<file path="src/rtl/bp_pkg.sv">
`default_nettype none
// ============================================================================
// Module : bp_pkg
// Desc   : Shared types, encodings and helpers for the branch predictor.
// Rev    : 1.0  initial release
// ============================================================================
package bp_pkg;

  localparam int BP_BIT_W      = 32;
  localparam int BP_IDX_W      = 4;
  localparam int BP_PEND_DEPTH = 4;

  typedef enum logic [1:0] {
    SNT = 2'b00,
    WNT = 2'b01,
    WT  = 2'b10,
    ST  = 2'b11
  } ctr_t;

  // Pending-entry layout at the default index width.
  typedef struct packed {
    logic [BP_IDX_W-1:0] idx;
    logic                pred;
  } pend_entry_t;

  function automatic ctr_t ctr_train(input ctr_t cur, input logic taken);
    ctr_t nxt;
    nxt = cur;
    if (taken) begin
      case (cur)
        SNT:     nxt = WNT;
        WNT:     nxt = WT;
        default: nxt = ST;
      endcase
    end else begin
      case (cur)
        ST:      nxt = WT;
        WT:      nxt = WNT;
        default: nxt = SNT;
      endcase
    end
    return nxt;
  endfunction

endpackage : bp_pkg
`default_nettype wire

</file>
<file path="src/rtl/branch_predictor_if.sv">
`default_nettype none
// ============================================================================
// Module : branch_predictor_if
// Desc   : IF-stage request/prediction and EX-stage feedback bundle.
// Rev    : 1.0  initial release
// ============================================================================
interface branch_predictor_if #(
  parameter int BIT_W      = 32,
  parameter int PEND_DEPTH = 4
);

  logic                            stall;
  logic                            if_branch;
  logic [BIT_W-1:0]                if_pc;
  logic                            predict_taken;
  logic                            bp_ready;
  logic                            feedback_valid;
  logic                            prediction_incorrect;
  logic                            jump_noblock;
  logic [$clog2(PEND_DEPTH):0]     pend_count;
  logic                            overflow_err;
  logic                            underflow_err;

  modport master (
    output stall, if_branch, if_pc, feedback_valid, prediction_incorrect, jump_noblock,
    input  predict_taken, bp_ready, pend_count, overflow_err, underflow_err
  );

  modport slave (
    input  stall, if_branch, if_pc, feedback_valid, prediction_incorrect, jump_noblock,
    output predict_taken, bp_ready, pend_count, overflow_err, underflow_err
  );

endinterface : branch_predictor_if
`default_nettype wire

</file>
<file path="src/rtl/bp_pend_fifo.sv">
`default_nettype none
// ============================================================================
// Module : bp_pend_fifo
// Desc   : In-order FIFO of in-flight predictions with synchronous clear.
// Rev    : 1.0  initial release
// ============================================================================
module bp_pend_fifo #(
  parameter int DEPTH  = 4,
  parameter int DATA_W = 5
) (
  input  wire logic                       clk,
  input  wire logic                       rst,
  input  wire logic                       push,
  input  wire logic [DATA_W-1:0]          push_data,
  input  wire logic                       pop,
  input  wire logic                       clear,
  output logic      [DATA_W-1:0]          pop_data,
  output logic                            full,
  output logic                            empty,
  output logic      [$clog2(DEPTH):0]     count
);

  localparam int PTR_W = $clog2(DEPTH);
  localparam logic [PTR_W:0] DEPTH_C = (PTR_W+1)'(DEPTH);

  logic [DATA_W-1:0] mem_q [DEPTH];
  logic [DATA_W-1:0] mem_d [DEPTH];
  logic [PTR_W-1:0]  wr_ptr_q, wr_ptr_d;
  logic [PTR_W-1:0]  rd_ptr_q, rd_ptr_d;
  logic [PTR_W:0]    count_q, count_d;
  logic              do_push, do_pop;

  assign full     = (count_q == DEPTH_C);
  assign empty    = (count_q == '0);
  assign count    = count_q;
  assign pop_data = mem_q[rd_ptr_q];

  // A pop on a full FIFO frees the slot the same-cycle push lands in.
  assign do_pop  = pop & ~empty;
  assign do_push = push & (~full | do_pop);

  always_comb begin
    mem_d    = mem_q;
    wr_ptr_d = wr_ptr_q;
    rd_ptr_d = rd_ptr_q;
    count_d  = count_q;
    if (clear) begin
      wr_ptr_d = '0;
      rd_ptr_d = '0;
      count_d  = '0;
    end else begin
      if (do_push) begin
        mem_d[wr_ptr_q] = push_data;
        wr_ptr_d        = wr_ptr_q + 1'b1;
      end
      if (do_pop) begin
        rd_ptr_d = rd_ptr_q + 1'b1;
      end
      case ({do_push, do_pop})
        2'b10:   count_d = count_q + 1'b1;
        2'b01:   count_d = count_q - 1'b1;
        default: count_d = count_q;
      endcase
    end
  end

  always_ff @(posedge clk) begin
    if (rst) begin
      for (int i = 0; i < DEPTH; i++) mem_q[i] <= '0;
      wr_ptr_q <= '0;
      rd_ptr_q <= '0;
      count_q  <= '0;
    end else begin
      mem_q    <= mem_d;
      wr_ptr_q <= wr_ptr_d;
      rd_ptr_q <= rd_ptr_d;
      count_q  <= count_d;
    end
  end

endmodule : bp_pend_fifo
`default_nettype wire

</file>
<file path="src/rtl/branch_predictor.sv">
`default_nettype none
// ============================================================================
// Module : branch_predictor
// Desc   : IF-stage 2-bit saturating-counter predictor with in-order feedback.
// Rev    : 1.0  initial release
// ============================================================================
module branch_predictor
  import bp_pkg::*;
#(
  parameter int BIT_W      = BP_BIT_W,
  parameter int IDX_W      = BP_IDX_W,
  parameter int PEND_DEPTH = BP_PEND_DEPTH
) (
  input  wire logic          clk,
  input  wire logic          rst,
  branch_predictor_if.slave  bp
);

  localparam int ENTRIES = 2 ** IDX_W;
  localparam int ENTRY_W = IDX_W + 1;

  ctr_t ctr_q [ENTRIES];
  ctr_t ctr_d [ENTRIES];
  logic overflow_q, overflow_d;
  logic underflow_q, underflow_d;

  logic [IDX_W-1:0]          if_idx;
  logic                      pred;
  logic                      push_req, pop_req, flush;
  logic                      fifo_push;
  logic                      fifo_full, fifo_empty;
  logic [ENTRY_W-1:0]        head;
  logic [IDX_W-1:0]          head_idx;
  logic                      head_pred;
  logic                      actual_taken;
  logic [$clog2(PEND_DEPTH):0] fifo_count;
  logic                      unused_pc;

  // Halfword-aligned index keeps compressed instructions distinct.
  assign if_idx    = bp.if_pc[IDX_W:1];
  assign unused_pc = ^{bp.if_pc[BIT_W-1:IDX_W+1], bp.if_pc[0]};
  assign pred      = ctr_q[if_idx][1];

  assign push_req = bp.if_branch & ~bp.stall;
  assign pop_req  = bp.feedback_valid & ~bp.stall;
  assign flush    = ~bp.stall & ((bp.feedback_valid & bp.prediction_incorrect) | bp.jump_noblock);
  // Anything enqueued alongside a flush is on the wrong path.
  assign fifo_push = push_req & ~flush;

  assign head_idx     = head[ENTRY_W-1:1];
  assign head_pred    = head[0];
  assign actual_taken = head_pred ^ bp.prediction_incorrect;

  bp_pend_fifo #(
    .DEPTH  (PEND_DEPTH),
    .DATA_W (ENTRY_W)
  ) u_pend_fifo (
    .clk       (clk),
    .rst       (rst),
    .push      (fifo_push),
    .push_data ({if_idx, pred}),
    .pop       (pop_req),
    .clear     (flush),
    .pop_data  (head),
    .full      (fifo_full),
    .empty     (fifo_empty),
    .count     (fifo_count)
  );

  always_comb begin
    ctr_d       = ctr_q;
    overflow_d  = overflow_q;
    underflow_d = underflow_q;
    if (pop_req & ~fifo_empty) begin
      ctr_d[head_idx] = ctr_train(ctr_q[head_idx], actual_taken);
    end
    if (pop_req & fifo_empty) begin
      underflow_d = 1'b1;
    end
    if (push_req & fifo_full & ~pop_req) begin
      overflow_d = 1'b1;
    end
  end

  always_ff @(posedge clk) begin
    if (rst) begin
      for (int i = 0; i < ENTRIES; i++) ctr_q[i] <= WNT;
      overflow_q  <= 1'b0;
      underflow_q <= 1'b0;
    end else begin
      ctr_q       <= ctr_d;
      overflow_q  <= overflow_d;
      underflow_q <= underflow_d;
    end
  end

  assign bp.predict_taken = pred;
  assign bp.bp_ready      = ~fifo_full | pop_req;
  assign bp.pend_count    = fifo_count;
  assign bp.overflow_err  = overflow_q;
  assign bp.underflow_err = underflow_q;

endmodule : branch_predictor
`default_nettype wire
</file>
<file path="src/flat_wrapper.sv">
// flat-port wrapper written by rule: the top's interface ports become plain ports
module branch_predictor_flat import bp_pkg::*;
#(
  parameter int BIT_W      = BP_BIT_W,
  parameter int IDX_W      = BP_IDX_W,
  parameter int PEND_DEPTH = BP_PEND_DEPTH
)
  (clk, rst, bp_stall, bp_if_branch, bp_if_pc, bp_feedback_valid, bp_prediction_incorrect, bp_jump_noblock, bp_predict_taken, bp_bp_ready, bp_pend_count, bp_overflow_err, bp_underflow_err);
  branch_predictor_if #(.BIT_W(BIT_W), .PEND_DEPTH(PEND_DEPTH)) bp_i ();
  input  wire logic clk;
  input  wire logic rst;
  input wire logic [$bits(bp_i.stall)-1:0] bp_stall;
  input wire logic [$bits(bp_i.if_branch)-1:0] bp_if_branch;
  input wire logic [$bits(bp_i.if_pc)-1:0] bp_if_pc;
  input wire logic [$bits(bp_i.feedback_valid)-1:0] bp_feedback_valid;
  input wire logic [$bits(bp_i.prediction_incorrect)-1:0] bp_prediction_incorrect;
  input wire logic [$bits(bp_i.jump_noblock)-1:0] bp_jump_noblock;
  output wire logic [$bits(bp_i.predict_taken)-1:0] bp_predict_taken;
  output wire logic [$bits(bp_i.bp_ready)-1:0] bp_bp_ready;
  output wire logic [$bits(bp_i.pend_count)-1:0] bp_pend_count;
  output wire logic [$bits(bp_i.overflow_err)-1:0] bp_overflow_err;
  output wire logic [$bits(bp_i.underflow_err)-1:0] bp_underflow_err;
  assign bp_i.stall = bp_stall;
  assign bp_i.if_branch = bp_if_branch;
  assign bp_i.if_pc = bp_if_pc;
  assign bp_i.feedback_valid = bp_feedback_valid;
  assign bp_i.prediction_incorrect = bp_prediction_incorrect;
  assign bp_i.jump_noblock = bp_jump_noblock;
  assign bp_predict_taken = bp_i.predict_taken;
  assign bp_bp_ready = bp_i.bp_ready;
  assign bp_pend_count = bp_i.pend_count;
  assign bp_overflow_err = bp_i.overflow_err;
  assign bp_underflow_err = bp_i.underflow_err;
  branch_predictor #(.BIT_W(BIT_W), .IDX_W(IDX_W), .PEND_DEPTH(PEND_DEPTH)) u_core (.clk(clk), .rst(rst), .bp(bp_i));
endmodule
</file>
<file path="config.mk">
export PLATFORM = sky130hd
export DESIGN_NAME = branch_predictor_flat
export DESIGN_NICKNAME = d
export VERILOG_FILES = /design/src/rtl/bp_pkg.sv /design/src/rtl/branch_predictor_if.sv /design/src/rtl/bp_pend_fifo.sv /design/src/rtl/branch_predictor.sv /design/src/flat_wrapper.sv
export SDC_FILE = /design/constraint.sdc
export NUM_CORES = 1
export LEC_CHECK = 0
export BUFFER_PORTS_ARGS = -buffer_cell sky130_fd_sc_hd__buf_2
export CAP_MARGIN = 20
export CELL_PAD_IN_SITES_DETAIL_PLACEMENT = 0
export CELL_PAD_IN_SITES_GLOBAL_PLACEMENT = 2
export CORE_AREA = 4 4 77 150
export CTS_CLUSTER_DIAMETER = 60
export DETAILED_ROUTE_END_ITERATION = 10
export DIE_AREA = 0 0 81 154
export HOLD_SLACK_MARGIN = 0.05
export PLACE_DENSITY_LB_ADDON = 0.1
export SLEW_MARGIN = 5
export SYNTH_ARGS = -nofsm -noshare
export SYNTH_HDL_FRONTEND = slang
export SYNTH_SLANG_ARGS = --single-unit
</file>
<file path="constraint.sdc">
create_clock -name clk -period 2.67 [get_ports clk]
set_input_delay 0.267 -clock clk [delete_from_list [all_inputs] [get_ports clk]]
set_output_delay 0.267 -clock clk [all_outputs]
set_load 0.01 [all_outputs]
</file>
==> impl_results.md, run 1 <==
* Clock latency on the worst-skew pair at 0.34 ns
* Vias in the first global route at 2830
* Clock root buffer: clkbuf_16
* Drt total wl at 9.79 mm
* Setup Viol. Count Final at 0
* Slew Limit Fails at 0
* Die W at 81 um
* Number of diodes at 0
* Worst hold path class: input port to register
* Setup TNS Final at 0 ns
* Drt initial violations at 159
* Placed cell areas at 3610 um^2
* Die Area at 12500 um^2
* Comb pwr share at 6.0%
* Number of synthesized register bits at 61
* Post-Synth XOR/XNOR Area at 1.88%
* Max cap viols at 0
* Reg-to-reg setup timing slack at 0.14 ns
* Largest area contributor in the netlist: dfxtp_1
* Synth area leaders: dfxtp_1, mux4_2, mux2i_1
* Site Rows at 53
* Remaining antenna violation count at 0
* GRT Total Usage at 17.2%
* Top FF cell, synth: dfxtp_1
* Fin crit period at 2.53 ns
* R2R Path End: u_core.ctr_q[15]
* Largest fanout on the critical path at 4
* Transition time at the pin with the least slew margin at 0.620 ns
* Remaining DRCs at 0
* Place WS at -0.0665 ns
* Clk_skew at 0.00921 ns
* Fill count at 1120
* Post-synthesis async set-or-reset flop share at 0%
* Largest net degree at the start of global routing at 43
* Min-delay src: bp_feedback_valid
* GP Congestion at 0.824
* Number of buffers created by CTS at 9
* Clock-pin slew on the worst setup and hold paths at 0.06 ns
* Clk sinks at 61
* Hold path depth at 3
* Fraction of the mapped netlist area in simple logic gates at 20.1%
* # hold bufs at CTS at 0
* Critical path arrival at 2.75 ns
* TritonCTS clock tree: built
* Area growth from synthesis to layout at 23.0%
* Ys Warns at 0
* F_max at 0.395 GHz
* Critical Path Sink Type: register
* Post-synthesis adder-cell area fraction at 2.49%
* Syn nets at 403
* Compound-Gate Fraction of Synth Area at 17.8%
* Synth top area share at 37.4%
* Die height at 154 um
* Status: finished clean
* Pwr Density at 605 nW/um^2
* Sw Ratio at 22.4%
* Area of the multi-input gates at 2000 um^2
* Synth cell count leaders: dfxtp_1, nor2_1, nand2_1
* Post-Syn Area at 3270 um^2
* Cell internal pwr at 1.89 mW
* Fin. Hold Viols at 0
* Worst path required time at 2.89 ns
* TritonRoute pass-1 iters at 4
* Largest family of logic cells by synthesized area: simple AND/OR/NAND/NOR gates
* Setup ws final at 0.136 ns
* Core area at 10500 um^2
* Slew HR at 58.6%
* Sequential Power Share at 37.9%
* P_leak at 1.37 nW
* Avg WL per Cell at 18.5 um
* Via count at 2768
* Hold endpoint: u_core.bp.underflow_err
* EDFF count, synth at 0
* Mapped Avg Cell Area at 9.11 um^2
* Vias per inst at 5.24
* Mux cell area share after synthesis at 17.3%
* Reg2Reg Depth at 7
* Worst vdd ir at 0.308 mV
* Total power at 2.43 mW
* Post-synth cell types at 44
* Crit path kind: register to register
* Seq/Total Area, Yosys at 37.4%
* Htree depth at 3
* First-pass GRT wire length at 15.7 mm
* Dominant cell by count in the synthesized netlist: dfxtp_1
* FF/Latch Area at 1220 um^2
* Initial antenna violation count at 0
* Reg2reg start: u_core.u_pend_fifo.rd_ptr_q[0]
* CP Launch Type: register
* Final nets at 430
* I/O pin count at 46
* Detailed placer's ending HPWL at 7.35 mm
* GRT Residual Overflow at 0
* Port Buffers at 17
* P_sw at 545 uW
* RSZ-0062 raised after global routing: yes
* WHS at 0.208 ns
* Finished Cell Area at 4020 um^2
* Ratio of cells with drive above 1 in the final layout at 20.7%
* Starting Density at 31.2%
* Cell count after synthesis at 359
* Clk pwr share at 56.1%
* CTS max path bufs at 2
* Fin crit share at 94.9%
-- layer usage --
metal / GRT usage [%] / up-vias / share of wire [%]
met1: 17.6 / 1344 / 37
li1: - / 1367 / -
met3: 3.69 / 13 / 2.8
met2: 32.7 / 44 / 59
met4: 6.29 / 0 / 2.0
met5: 0 / - / 0
-- critical path, stage by stage, from the launching register on --
cell and delay [ns]:
dfxtp_2 0.37, mux4_2 0.58, mux4_2 0.51, a32o_1 0.31
a221oi_4 0.19, buf_4 0.17, o221a_4 0.22, o31ai_1 0.06
-- registers in the layout (all words and copies together) (netlist names) --
register                     count
u_core.u_pend_fifo.rd_ptr_q      2
u_core.u_pend_fifo.wr_ptr_q      2
u_core.bp.underflow_err          1
u_core.ctr_q                    32
u_core.u_pend_fifo.mem_q        20
u_core.u_pend_fifo.count         3
u_core.bp.overflow_err           1
-- layout make-up --
type,count,area share (%)
clock buffer,9,5.60
clock inverter,7,3.05
inverter,3,0.280
multi-input combinational,273,49.7
sequential,61,30.4
timing repair buffer,38,6.75
tap,137,4.26
-- worst max-delay path by stage --
stage,cells after the start,to,start
floorplan,7,u_core.ctr_q[1],u_core.u_pend_fifo.rd_ptr_q[0]
global placement,8,u_core.ctr_q[28],u_core.u_pend_fifo.rd_ptr_q[0]
detailed placement,8,u_core.ctr_q[30],u_core.u_pend_fifo.rd_ptr_q[0]
CTS,6,u_core.ctr_q[3],u_core.u_pend_fifo.rd_ptr_q[0]
global route,8,u_core.ctr_q[29],u_core.u_pend_fifo.rd_ptr_q[0]
finish,7,u_core.ctr_q[15],u_core.u_pend_fifo.rd_ptr_q[0]
-- stage by stage --
step | std cells | util, %
final | 528 | 38.4
after global routing | 528 | 38.4
after CTS | 525 | 37.8
after detailed placement | 509 | 34.5
after global placement | 509 | 34.5
after floorplan | 359 | -
-- cells by family (layout without fill, tap and decap cells) --
logic type / after synthesis / after routing
AND/OR/NAND/NOR: 140 / 140
buffers and inverters: 25 / 57
multiplexers: 40 / 40
AO/OA/AOI/OAI: 80 / 80
adder cells (fa/ha/maj): 6 / 6
XOR/XNOR: 7 / 7
flip-flops: 61 / 61
-- cells in the final DEF (no fill, tap or decap), drive strengths merged, types with 3 or more instances in the layout --
master and count:
a211o 9, a211oi 9, a21oi 24, a22oi 9, buf 38, bufinv 3
clkbuf 9, dfxtp 61, ha 4, inv 4, mux2i 25, mux4 13
nand2 31, nand2b 4, nand3 25, nand3b 9, nor2 47, nor2b 13
nor3 3, o21ai 6, o31ai 8, or2 3, xnor2 3, xor2 4
-- power groups by stage --
| stage | clock, mW | combinational, mW | sequential (mW) |
|---|---|---|---|
| floorplan | 0 | 0.0857 | 0.941 |
| global placement | 0 | 0.141 | 0.941 |
| detailed placement | 0 | 0.142 | 0.941 |
| CTS | 1.40 | 0.143 | 0.921 |
| global route | 1.46 | 0.157 | 0.921 |
| finish | 1.36 | 0.146 | 0.921 |
-- timing repair --
action / 4_1_cts / 5_1_grt
cloned: 0 / 0
endpoints found under the hold margin: 0 / 0
buffers inserted: 0 / 3
pin swaps: 0 / 2
setup endpoints to repair: 8 / 25
gates resized for setup: 1 / 5
Power figures use the tool's default switching activity.
==> run 2: changes to the inputs <==
--- a/config.mk
+++ b/config.mk
@@ -5,14 +5,16 @@
 export SDC_FILE = /design/constraint.sdc
 export NUM_CORES = 1
 export LEC_CHECK = 0
+export ABC_AREA = 1
 export BUFFER_PORTS_ARGS = -buffer_cell sky130_fd_sc_hd__buf_2
 export CAP_MARGIN = 20
 export CELL_PAD_IN_SITES_DETAIL_PLACEMENT = 0
 export CELL_PAD_IN_SITES_GLOBAL_PLACEMENT = 2
-export CORE_AREA = 4 4 77 150
+export CORE_AREA = 4 4 83 162
 export CTS_CLUSTER_DIAMETER = 60
+export CTS_CLUSTER_SIZE = 14
 export DETAILED_ROUTE_END_ITERATION = 10
-export DIE_AREA = 0 0 81 154
+export DIE_AREA = 0 0 87 166
 export HOLD_SLACK_MARGIN = 0.05
 export PLACE_DENSITY_LB_ADDON = 0.1
 export SLEW_MARGIN = 5
==> run 2 against run 1 <==
Effect of this change: power fell by 4.4%; cell area fell by 0.22%; setup slack improved by 0.18 ns; die area rose by 16%; synthesized area rose by 5.6%; critical path type unchanged; largest cell class unchanged.
==> impl_results.md, run 2 <==
* Status: finished clean
* Commonest non-fill, non-tap cells in the layout: nand2_1, inv_1, a21oi_1
* Core area at 12200 um^2
* P_leak at 1.74 nW
* Initial antenna violation count at 0
* Largest fanout on the critical path at 16
* Clock-pin slew on the worst setup and hold paths at 0.06 ns
* Port Buffers at 17
* Via count at 3170
* Number of synthesized register bits at 61
* Largest area contributor in the netlist: dfxtp_1
* Slowest-stage cell, CP: dfxtp_1
* Final nets at 579
* First-pass GRT wire length at 17.4 mm
* Dominant cell by count in the synthesized netlist: nand2_1
* Number of buffers created by CTS at 9
* F_max at 0.424 GHz
* Remaining DRCs at 0
* Htree depth at 3
* TritonCTS clock tree: built
* Clk sinks at 61
* PostCTS Resize Cnt at 0
* Clk_skew at 0.00705 ns
* Top FF cell, synth: dfxtp_1
* GRT Total Usage at 16.4%
* I/O pin count at 46
* Max cap viols at 0
* Worst vdd ir at 0.331 mV
* Layout Cells excl Fill at 687
* Synth top area share at 35.4%
* EDFF count, synth at 0
* CP Launch Type: register
* Worst path required time at 2.88 ns
* Post-synthesis async set-or-reset flop share at 0%
* CP top delay family: simple AND/OR/NAND/NOR gates
* Avg WL per Cell at 16.2 um
* Starting Density at 28.3%
* Total power at 2.32 mW
* Detailed placer's ending HPWL at 8.30 mm
* GRT Residual Overflow at 0
* TritonRoute pass-1 iters at 4
* Area growth from synthesis to layout at 16.2%
* Number of diodes at 0
* Fin. Hold Viols at 0
* GP Congestion at 0.799
* Worst hold path class: input port to register
* Inst Count DP at 671
* Ys Warns at 0
* Commonest non-fill, non-tap cell in the layout: nand2_1
* Die height at 166 um
* CP bufs+invs at 2
* Syn nets at 558
* Transition time at the pin with the least slew margin at 0.762 ns
* Remaining antenna violation count at 0
* Critical path arrival at 2.57 ns
* RSZ-0062 raised after global routing: no
* Site Rows at 57
* CTS max path bufs at 2
* Crit path top cell by count: nand2_1
* Max reg flops at 32
* Synth cell count leaders: nand2_1, inv_1, a21oi_1
* Setup TNS Final at 0 ns
* Clock latency on the worst-skew pair at 0.34 ns
* Post-Syn Area at 3450 um^2
* Crit path cell chain: buf_12 > nand2_1 > nand3_4 > nand2_4 > buf_4 > nand2_1 > o21ai_0 > nand2_1 > nand2_1 > nand2_1 > nand2_1 > nor2_2 > nand2_4 > nand2_4 > o21ai_0
* Finished Cell Area at 4010 um^2
* Post-synth cell types at 33
* Seq/Total Area, Yosys at 35.4%
* Synth area leaders: dfxtp_1, nand2_1, inv_1
* Fin crit period at 2.36 ns
* Clock root buffer: clkbuf_16
* Critical Path Max Stage Delay at 0.46 ns
* Slew HR at 49.2%
* Reg-to-reg setup timing slack at 0.31 ns
* Drt initial violations at 108
* Biggest register: u_core.ctr_q
* Crit path kind: register to register
* Drt total wl at 11.2 mm
* Fill count at 1375
* Fin crit share at 88.3%
* Mapped Avg Cell Area at 6.72 um^2
* Pwr Density at 579 nW/um^2
* Post-CTS Setup Bufs at 0
* # hold bufs at CTS at 0
* Critical Path Sink Type: register
* Vias in the first global route at 3121
* Ratio of cells with drive above 1 in the final layout at 16.3%
* Cell count after synthesis at 514
* Vias per inst at 4.61
* Slew Limit Fails at 0
* Placed cell areas at 3720 um^2
* Setup Viol. Count Final at 0
* Largest net degree at the start of global routing at 55
* Die Area at 14400 um^2
* Die W at 87 um
run 2: cells by family after synthesis:
kind of cell | synth area share [%]
adders and majority gates | 2.03
DFF | 35.4
and+or+nand+nor | 30.6
buffers and inverters | 13.2
AOI/OAI and AO/OA | 18.5
xor gates and xnor gates | 0.254
run 2: stage by stage:
step | hold WS, ns | utilization [%] | setup slack [ns]
global placement | 0.449 | 30.5 | 0.254
floorplan | 0.435 | - | 0.734
CTS | 0.272 | 32.9 | 0.250
finish | 0.279 | 32.9 | 0.312
detailed placement | 0.453 | 30.5 | 0.261
global route | 0.287 | 32.9 | 0.0300
run 2: metal layers:
layer  track usage (%)  up-vias  part of all wire (%)
li1                  -     1676                     -
met1              16.1     1447                    37
met3              2.93       13                   1.9
met5                 0        -                     0
met4              5.50        0                   1.8
met2              32.5       34                    59
run 2: final timing paths:
check	start	to	cells past startpoint
worst max-delay path	u_core.u_pend_fifo.rd_ptr_q[0]	u_core.ctr_q[0]	15
worst min-delay path	bp_if_pc[4]	u_core.u_pend_fifo.mem_q[4]	3
worst max register to register	u_core.u_pend_fifo.rd_ptr_q[0]	u_core.ctr_q[0]	15
worst min register to register	u_core.u_pend_fifo.mem_q[18]	u_core.u_pend_fifo.mem_q[18]	2
run 2: cell type report:
cell class              instances  area, um^2  area share [%]
multi-input cells             344        1780            44.2
flip-flops and latches         61        1220            30.4
inverters                      91         347            8.64
clock buffers                  10         229            5.71
repair buffers                 28         193            4.80
well taps                     147         184            4.58
clock inverters                 6        63.8            1.59
run 2: worst min-delay path: cells and delay by family:
kind | cells | cell delay (ns)
buffers and inverters | 1 | 0.15
and+or+nand+nor | 1 | 0.09
AOI/OAI and AO/OA | 1 | 0.06
run 2: report_power, final:
group	switching, mW	leakage, nW	internal [mW]
Sequential	0.00643	0.493	0.920
Clock	0.453	0.138	0.721
Combinational	0.162	1.11	0.0619
Total	0.622	1.74	1.70
==> run 3: changes to the inputs <==
--- a/config.mk
+++ b/config.mk
@@ -5,18 +5,19 @@
 export SDC_FILE = /design/constraint.sdc
 export NUM_CORES = 1
 export LEC_CHECK = 0
-export ABC_AREA = 1
+export ABC_AREA = 0
 export BUFFER_PORTS_ARGS = -buffer_cell sky130_fd_sc_hd__buf_2
 export CAP_MARGIN = 20
 export CELL_PAD_IN_SITES_DETAIL_PLACEMENT = 0
 export CELL_PAD_IN_SITES_GLOBAL_PLACEMENT = 2
-export CORE_AREA = 4 4 83 162
+export CORE_AREA = 4 4 77 150
 export CTS_CLUSTER_DIAMETER = 60
 export CTS_CLUSTER_SIZE = 14
 export DETAILED_ROUTE_END_ITERATION = 10
-export DIE_AREA = 0 0 87 166
+export DIE_AREA = 0 0 81 154
 export HOLD_SLACK_MARGIN = 0.05
 export PLACE_DENSITY_LB_ADDON = 0.1
+export SETUP_SLACK_MARGIN = 0.02
 export SLEW_MARGIN = 5
 export SYNTH_ARGS = -nofsm -noshare
 export SYNTH_HDL_FRONTEND = slang
==> run 3 against run 2 <==
Effect of this change: via count shrank 13%; clock power is 16% higher; fmax down 6.9%; non-clock buffer count increased by 10; critical path depth down 8; clock skew rose by 0.0021 ns.
==> impl_results.md, run 3 (synthesized netlist as in run 1, its figures left out) <==
* Reg-to-reg setup timing slack at 0.14 ns
* Slew Limit Fails at 0
* Largest fanout on the critical path at 4
* Fill count at 1122
* Drt total wl at 9.74 mm
* Vias per inst at 5.20
* Max reg flops at 32
* Area growth from synthesis to layout at 23.3%
* Finished Cell Area at 4030 um^2
* Biggest register: u_core.ctr_q
* Site Rows at 53
* Remaining antenna violation count at 0
* # hold bufs at CTS at 0
* P_leak at 1.38 nW
* Detailed placer's ending HPWL at 7.35 mm
* Die Area at 12500 um^2
* Drt initial violations at 154
* Clk_skew at 0.00916 ns
* Core area at 10500 um^2
* TritonCTS clock tree: built
* Worst vdd ir at 0.308 mV
* Cell internal pwr at 1.89 mW
* Clock-pin slew on the worst setup and hold paths at 0.06 ns
* TritonRoute pass-1 iters at 5
* Starting Density at 31.2%
* Vias in the first global route at 2830
* Ratio of cells with drive above 1 in the final layout at 21.2%
* Transition time at the pin with the least slew margin at 0.609 ns
* Initial antenna violation count at 0
* RSZ-0062 raised after global routing: yes
* GP Congestion at 0.824
* Critical path arrival at 2.75 ns
* Port Buffers at 17
* Fin crit period at 2.53 ns
* Die W at 81 um
* Setup Viol. Count Final at 0
* Crit path cell chain: mux4_2 > mux4_2 > a32o_1 > a221oi_4 > buf_4 > o221a_4 > o31ai_1
* I/O pin count at 46
* Crit path top cell by count: mux4_2
* Fin. Hold Viols at 0
* Worst path required time at 2.89 ns
* First-pass GRT wire length at 15.7 mm
* Worst hold path class: input port to register
* Util after Layout at 38.5%
* GRT Residual Overflow at 0
* Commonest non-fill, non-tap cells in the layout: dfxtp_1, nor2_1, nand2_1
* Fin crit share at 94.9%
* Slowest-stage cell, CP: mux4_2
* P_sw at 545 uW
* F_max at 0.395 GHz
* Clk pwr share at 56.1%
* Final nets at 430
* Avg WL per Cell at 18.5 um
* Die height at 154 um
* Remaining DRCs at 0
* Clock root buffer: clkbuf_16
* Sequential Power Share at 37.9%
* Critical Path Max Stage Delay at 0.58 ns
* Largest net degree at the start of global routing at 43
* Number of diodes at 0
* Clock latency on the worst-skew pair at 0.34 ns
* Number of buffers created by CTS at 9
* Commonest non-fill, non-tap cell in the layout: dfxtp_1
* Htree depth at 3
* Pwr Density at 603 nW/um^2
* Placed cell areas at 3610 um^2
* Clk sinks at 61
* Status: finished clean
* Sw Ratio at 22.4%
* Via count at 2746
* Crit path kind: register to register
* Slew HR at 59.4%
* CTS max path bufs at 2
* Comb pwr share at 6.0%
* Critical Path Sink Type: register
* Max cap viols at 0
* CP Launch Type: register
* GRT Total Usage at 17.2%
## run 3: changes by cell type in the layout (fill, tap and decap cells not counted), moves of 16 or more
cell | before | now
mux2i_1 | 0 | 25
a21oi_1 | 65 | 23
nor2_1 | 31 | 47
o21ai_0 | 31 | 5
nand3_1 | 43 | 25
inv_1 | 87 | 3
nand2_1 | 118 | 31
## run 3: area by class of cell
cell class,count,area [um^2],share of cell area [%]
multi-input cells,273,2010,49.8
flip-flops and latches,61,1220,30.3
repair buffers,38,272,6.73
clock buffers,9,225,5.59
well taps,137,171,4.25
clock inverters,7,123,3.04
inverters,3,11.3,0.279
## run 3: critical path, delay by kind of cell (launching register included)
| kind | cells | cell delay, ns |
|---|---|---|
| buffers and inverters | 1 | 0.17 |
| flip-flops | 1 | 0.37 |
| multiplexers | 2 | 1.09 |
| AO/OA/AOI/OAI | 4 | 0.78 |
## run 3: path summary, 6_finish.rpt
| check | startpoint | end | depth (start not counted) |
|---|---|---|---|
| max reg2reg | u_core.u_pend_fifo.rd_ptr_q[0] | u_core.ctr_q[15] | 7 |
| min reg2reg | u_core.u_pend_fifo.mem_q[9] | u_core.u_pend_fifo.mem_q[9] | 2 |
| min | bp_feedback_valid | u_core.bp.underflow_err | 3 |
| max | u_core.u_pend_fifo.rd_ptr_q[0] | u_core.ctr_q[15] | 7 |
## run 3: power groups by stage
stage	clock network, mW	registers [mW]	logic (mW)
after floorplan	0	0.941	0.0857
after global placement	0	0.941	0.141
after detailed placement	0	0.941	0.142
after CTS	1.40	0.921	0.143
after global routing	1.46	0.921	0.157
final	1.36	0.921	0.146
## run 3: stage by stage
step | worst slack [ns] | power, mW | hold slack, ns | std cells | setup TNS [ns]
CTS | 0.0407 | 2.46 | 0.200 | 525 | 0
floorplan | 0.162 | 1.03 | 0.414 | 359 | 0
global route | -0.0127 | 2.54 | 0.235 | 528 | -0.0214
detailed placement | -0.0665 | 1.08 | 0.450 | 509 | -0.493
global placement | -0.0651 | 1.08 | 0.440 | 509 | -0.514
finish | 0.137 | 2.43 | 0.209 | 528 | 0
## run 3: per-layer routing
metal  vias to the layer above  wire length (um)  track usage, %
met5                         -                 0               0
met4                         0               194            6.29
met3                        13               241            3.69
met2                        41              5720            32.7
met1                      1326              3580            17.6
li1                       1366                 -               -
## run 3: what timing repair did
action,CTS,global route
resized for setup,1,7
pin swaps,0,2
endpoints found under the setup margin,8,32
buffers inserted,0,3
